## config.mk

```make
export PLATFORM = sky130hd
export DESIGN_NAME = branch_predictor_gshare
export DESIGN_NICKNAME = d
export VERILOG_FILES = /design/src/rtl/branch_predictor_gshare.sv
export SDC_FILE = /design/constraint.sdc
export NUM_CORES = 2
export LEC_CHECK = 0
export CAP_MARGIN = 5
export CORE_UTILIZATION = 55
export DETAILED_ROUTE_END_ITERATION = 16
export GPL_ROUTABILITY_DRIVEN = 0
export GPL_TIMING_DRIVEN = 0
export PLACE_DENSITY = 0.81
export SLEW_MARGIN = 5
export SYNTH_ARGS = -nofsm -noshare
export SYNTH_HDL_FRONTEND = slang
export SYNTH_SLANG_ARGS = --single-unit
```

## constraint.sdc

```tcl
create_clock -name clk -period 4.5 [get_ports clk]
set_input_delay 0.45 -clock clk [delete_from_list [all_inputs] [get_ports clk]]
set_output_delay 0.45 -clock clk [all_outputs]
set_load 0.03 [all_outputs]
```

## src/rtl/branch_predictor_gshare.sv

```systemverilog
// branch_predictor_gshare: IF-stage next-PC predictor built from a direct-mapped
// BTB and a PHT of saturating counters. The PHT index is unused (static),
// PC-derived (bimodal) or PC XOR global history (gshare) depending on MODE.
module branch_predictor_gshare #(
  parameter int BTB_ENTRIES = 32,
  parameter int GHR_BITS    = 5,
  parameter int CTR_BITS    = 2,
  parameter int MODE        = 2
) (
  input  logic                clk,
  input  logic                reset,
  input  logic [31:0]         current_pc,
  output logic                prediction,
  output logic [31:0]         predicted_pc,
  output logic [GHR_BITS-1:0] prediction_ghr,
  input  logic                update_valid,
  input  logic [31:0]         pc_to_update,
  input  logic                update_is_cond,
  input  logic                actual_taken,
  input  logic [31:0]         branch_target,
  input  logic [GHR_BITS-1:0] update_ghr,
  input  logic                is_correct,
  output logic [31:0]         lookup_count,
  output logic [31:0]         mispredict_count
);

  localparam int IDX   = $clog2(BTB_ENTRIES);
  localparam int TAG_W = 30 - IDX;
  localparam logic [CTR_BITS-1:0] CTR_INIT = CTR_BITS'((1 << (CTR_BITS - 1)) - 1);
  localparam logic [CTR_BITS-1:0] CTR_ONE  = CTR_BITS'(1);

  logic [BTB_ENTRIES-1:0]               btb_valid;
  logic [BTB_ENTRIES-1:0]               btb_cond;
  logic [TAG_W-1:0]                     btb_tag    [BTB_ENTRIES];
  logic [31:0]                          btb_target [BTB_ENTRIES];
  logic [BTB_ENTRIES-1:0][CTR_BITS-1:0] pht;
  logic [GHR_BITS-1:0]                  ghr;

  logic [IDX-1:0]      lk_idx;
  logic [TAG_W-1:0]    lk_tag;
  logic [IDX-1:0]      lk_pht_idx;
  logic                lk_hit;
  logic                lk_msb;
  logic                lk_taken;

  logic [IDX-1:0]      up_idx;
  logic [TAG_W-1:0]    up_tag;
  logic [IDX-1:0]      up_pht_idx;
  logic [GHR_BITS-1:0] ghr_next;

  logic                unused_pc_bits;

  // Gshare folds the history into the low index bits; other modes use the PC index alone.
  function automatic logic [IDX-1:0] pht_index(input logic [IDX-1:0]      idx,
                                               input logic [GHR_BITS-1:0] hist);
    return (MODE == 2) ? (idx ^ IDX'(hist)) : idx;
  endfunction

  assign lk_idx     = current_pc[IDX+1:2];
  assign lk_tag     = current_pc[31:IDX+2];
  assign lk_pht_idx = pht_index(lk_idx, ghr);

  // The resolved instruction's history snapshot, not the live GHR, picks its counter.
  assign up_idx     = pc_to_update[IDX+1:2];
  assign up_tag     = pc_to_update[31:IDX+2];
  assign up_pht_idx = pht_index(up_idx, update_ghr);
  assign ghr_next   = GHR_BITS'({update_ghr, actual_taken});

  assign unused_pc_bits = ^{current_pc[1:0], pc_to_update[1:0]};

  // Lookup reads only registered state, so a same-cycle update shows up one cycle later.
  always_comb begin
    lk_hit   = btb_valid[lk_idx] && (btb_tag[lk_idx] == lk_tag);
    lk_msb   = pht[lk_pht_idx][CTR_BITS-1];
    lk_taken = 1'b0;
    if (!reset && lk_hit) begin
      if (!btb_cond[lk_idx]) begin
        lk_taken = 1'b1;
      end else begin
        lk_taken = (MODE != 0) && lk_msb;
      end
    end
    prediction     = lk_taken;
    predicted_pc   = lk_taken ? btb_target[lk_idx] : current_pc + 32'd4;
    prediction_ghr = reset ? '0 : ghr;
  end

  // Valid bits, counters, history and statistics; an update in a reset cycle is dropped.
  always_ff @(posedge clk) begin
    if (reset) begin
      btb_valid        <= '0;
      pht              <= {BTB_ENTRIES{CTR_INIT}};
      ghr              <= '0;
      lookup_count     <= '0;
      mispredict_count <= '0;
    end else begin
      if (lookup_count != '1) begin
        lookup_count <= lookup_count + 32'd1;
      end
      if (update_valid) begin
        if ((MODE != 0) && update_is_cond) begin
          if (actual_taken && (pht[up_pht_idx] != '1)) begin
            pht[up_pht_idx] <= pht[up_pht_idx] + CTR_ONE;
          end else if (!actual_taken && (pht[up_pht_idx] != '0)) begin
            pht[up_pht_idx] <= pht[up_pht_idx] - CTR_ONE;
          end
        end
        if (actual_taken) begin
          btb_valid[up_idx] <= 1'b1;
        end
        if (update_is_cond) begin
          ghr <= ghr_next;
        end
        if (!is_correct && (mispredict_count != '1)) begin
          mispredict_count <= mispredict_count + 32'd1;
        end
      end
    end
  end

  // BTB payload needs no reset because the valid bits gate every read of it.
  always_ff @(posedge clk) begin
    if (!reset && update_valid && actual_taken) begin
      btb_tag[up_idx]    <= up_tag;
      btb_target[up_idx] <= branch_target;
      btb_cond[up_idx]   <= update_is_cond;
    end
  end

endmodule

```

==> results.cfg <==
[pwr]
p_leak_nw = 30.0
ir_drop_mv = 0.501
power_density_nw_per_um2 = 416

[placement]
place.detailed.hpwl_um = 152000
place_inst = 6215
dpl_cell_area_um2 = 86200
port_buffers = 201

[clock_network]
clockBufferDepth = 3
cts_buffers = 187
htreeDepth = 4
cts_tree = done
root_buffer = clkbuf_16
clock_latency_ns = 0.85
cts.sinks = 2021
clk_pin_slew_ns = 0.07

[timing]
finalSetupTns_ns = -27.74
min_period_ns = 5.51
setup_viol = 33
hold_viol = 0
layout_setup_ws_ns = -1.01
drv_slew = 0
timing.fmax_mhz = 181
fin_skew_ns = 0.0215
worst_slew_pin_slew_ns = 1.31
finalCritPeriodShare = 1.22
rsz0062_at_grt = yes
slew_headroom = 0.129

[die]
pin_count = 209
dieArea_um2 = 146000
core_area_um2 = 142000
start_util = 0.558
die_y_um = 382
die_w_um = 382
fp-row-count = 138

[setup_path]
required_ns = 4.05
end_kind = output pin
critical_path_class = in -> out
critPathLaunchType = primary input
cp_data_arrival_time_ns = 5.06
path_max_fanout = 10

[synth]
synth_fp_nets = 4134
synth_cells = 4022
synth_warnings = 0
syn_avg_cell_area_um2 = 19.7
ys_async_sr_fraction = 0
yosysUniqueCellTypes = 62
ys_ff_latch = 2021
ys_seq_area_frac = 0.744
synth_edf_count = 1856
synthFlopType = edfxtp_1
syn_area_um2 = 79300

[global_routing]
overflow = 0
grt_pass1_wl_um = 347000
antenna_found_initial = 17
grt_usage = 0.345
grt_pass1_vias = 47200
grt_max_degree = 39

[drt]
postRouteAntennaNets = 0
drc = 0
first_pass_iters = 9
first_iter_violations = 8691
routed_via_density = 7.18
vias = 47300
wl_per_cell_um = 38.9
drt_wl_total_um = 257000

[cells_and_area]
fin_cells = 6594
area_delta_synth_final_pct = 18.5
final_common_cell = edfxtp_1
drive_above_1_share = 0.257
nets = 4653
final_cell_mix = 1856 x edfxtp_1, 487 x mux4_2, 194 x nand2_1, 191 x clkbuf_16, 177 x mux2i_1
fillers = 8543
design_area_um2 = 94000

[job]
maxCapViolCount = 0

[run_status]
violations = setup timing
status = finished with violations

[hold_path]
hold_path.class = in -> reg
timing repair:
action	4_1_cts	5_1_grt
resized for setup	604	42
endpoints found under the setup margin	97	68
pin swaps	29	18
hold endpoints to repair	4	0
setup buffers	18	9
gates cloned	1	1
hold buffers	1	0
cell usage after synthesis (all sizes together) (25+ instances only):
| cell type | count | share of area |
|---|---|---|
| edfxtp | 1856 | 0.70 |
| nand2 | 198 | 0.0094 |
| and3 | 38 | 0.0030 |
| buf | 113 | 0.0085 |
| mux4 | 489 | 0.14 |
| inv | 57 | 0.0027 |
| mux2i | 181 | 0.023 |
| a211o | 36 | 0.0040 |
| o22ai | 49 | 0.0039 |
| nand3 | 68 | 0.0043 |
| dfxtp | 165 | 0.042 |
| o221ai | 25 | 0.0028 |
| a22oi | 42 | 0.0040 |
| xnor2 | 60 | 0.0066 |
| a21oi | 90 | 0.0057 |
| nor2 | 177 | 0.0084 |
| clkbuf | 108 | 0.0051 |
| xor2 | 63 | 0.0070 |
state kept, by name, summed over array words and instances, names as in the netlist, named ones only:
| name | cells |
|---|---|
| btb_cond | 32 |
| btb_tag | 800 |
| btb_target | 1024 |
| pht | 32 |
| mispredict_count | 32 |
| btb_valid | 32 |
| lookup_count | 32 |
| ghr | 5 |
area by class of cell:
| class | count | area (µm²) | area share |
|---|---|---|---|
| antenna | 8 | 20.0 | 0.000213 |
| buffer | 218 | 1800 | 0.0192 |
| clock buffer | 240 | 5010 | 0.0533 |
| clock inverter | 104 | 1000 | 0.0107 |
| inverter | 58 | 236 | 0.00252 |
| multi-input combinational | 1722 | 20000 | 0.213 |
| sequential | 2021 | 59000 | 0.628 |
| tap | 1890 | 2360 | 0.0252 |
| timing repair buffer | 333 | 4510 | 0.0480 |
critical path, cell delays in order:
cell       delay, ns
buf_2           0.18
buf_8           0.19
buf_8           0.22
buf_8           0.24
buf_8           0.22
buf_6           0.20
mux2_2          0.36
a31oi_1         0.36
o311ai_1        0.25
a2bb2oi_2       0.20
xnor2_1         0.15
nand4_1         0.21
or4_4           0.48
or3_4           0.47
buf_8           0.23
a21oi_4         0.39
buf_6           0.20
through the flow:
stage	hold WS (ns)	utilization	total power (W)	setup slack, ns
3_3_place_gp	0.437	0.589	0.0230	-5.45
3_5_place_dp	0.449	0.606	0.0231	-3.14
4_1_cts	0.204	0.658	0.0387	-0.639
6_report	0.255	0.660	0.0391	-1.01
2_1_floorplan	0.430	-	0.0221	-0.132
5_1_grt	0.249	0.660	0.0396	-0.861
per-layer routing:
metal,wire [µm],vias to the layer above,share of wire,track usage
li1,-,17500,-,-
met1,80000,23600,0.31,0.432
met2,116000,5042,0.45,0.518
met3,42500,1209,0.17,0.131
met4,17700,22,0.069,0.192
met5,503,-,0.0020,0.00959
final timing paths:
| kind | startpoint | end | slack, ns | depth (start not counted) |
|---|---|---|---|---|
| worst max-delay path | current_pc[3] | predicted_pc[19] | -1.01 | 17 |
| worst min-delay path | update_is_cond | btb_cond[20]$_DFFE_PP_ | 0.26 | 1 |
| worst max register to register | flip-flop | flip-flop | 0.71 | 13 |
| worst min register to register | flip-flop | flip-flop | 0.46 | 1 |
where the power goes:
part	internal, W	total (W)	switching (W)
clock	0.00881	0.0160	0.00723
combinational	0.000905	0.00243	0.00153
sequential	0.0206	0.0206	0.0000331
total	0.0303	0.0391	0.00879
kinds of logic (layout without fill, tap and decap cells):
group | after synthesis | in the layout | share of synthesized area
flops | 2021 | 2021 | 0.744
mux | 676 | 676 | 0.163
xor+xnor | 123 | 123 | 0.0136
simple gates | 594 | 594 | 0.0343
fa+ha+maj | 5 | 5 | 0.000789
other cells | 0 | 8 | 0
compound gates | 324 | 324 | 0.0282
buf+inv | 279 | 953 | 0.0163
(Power assumes the default switching activity.)
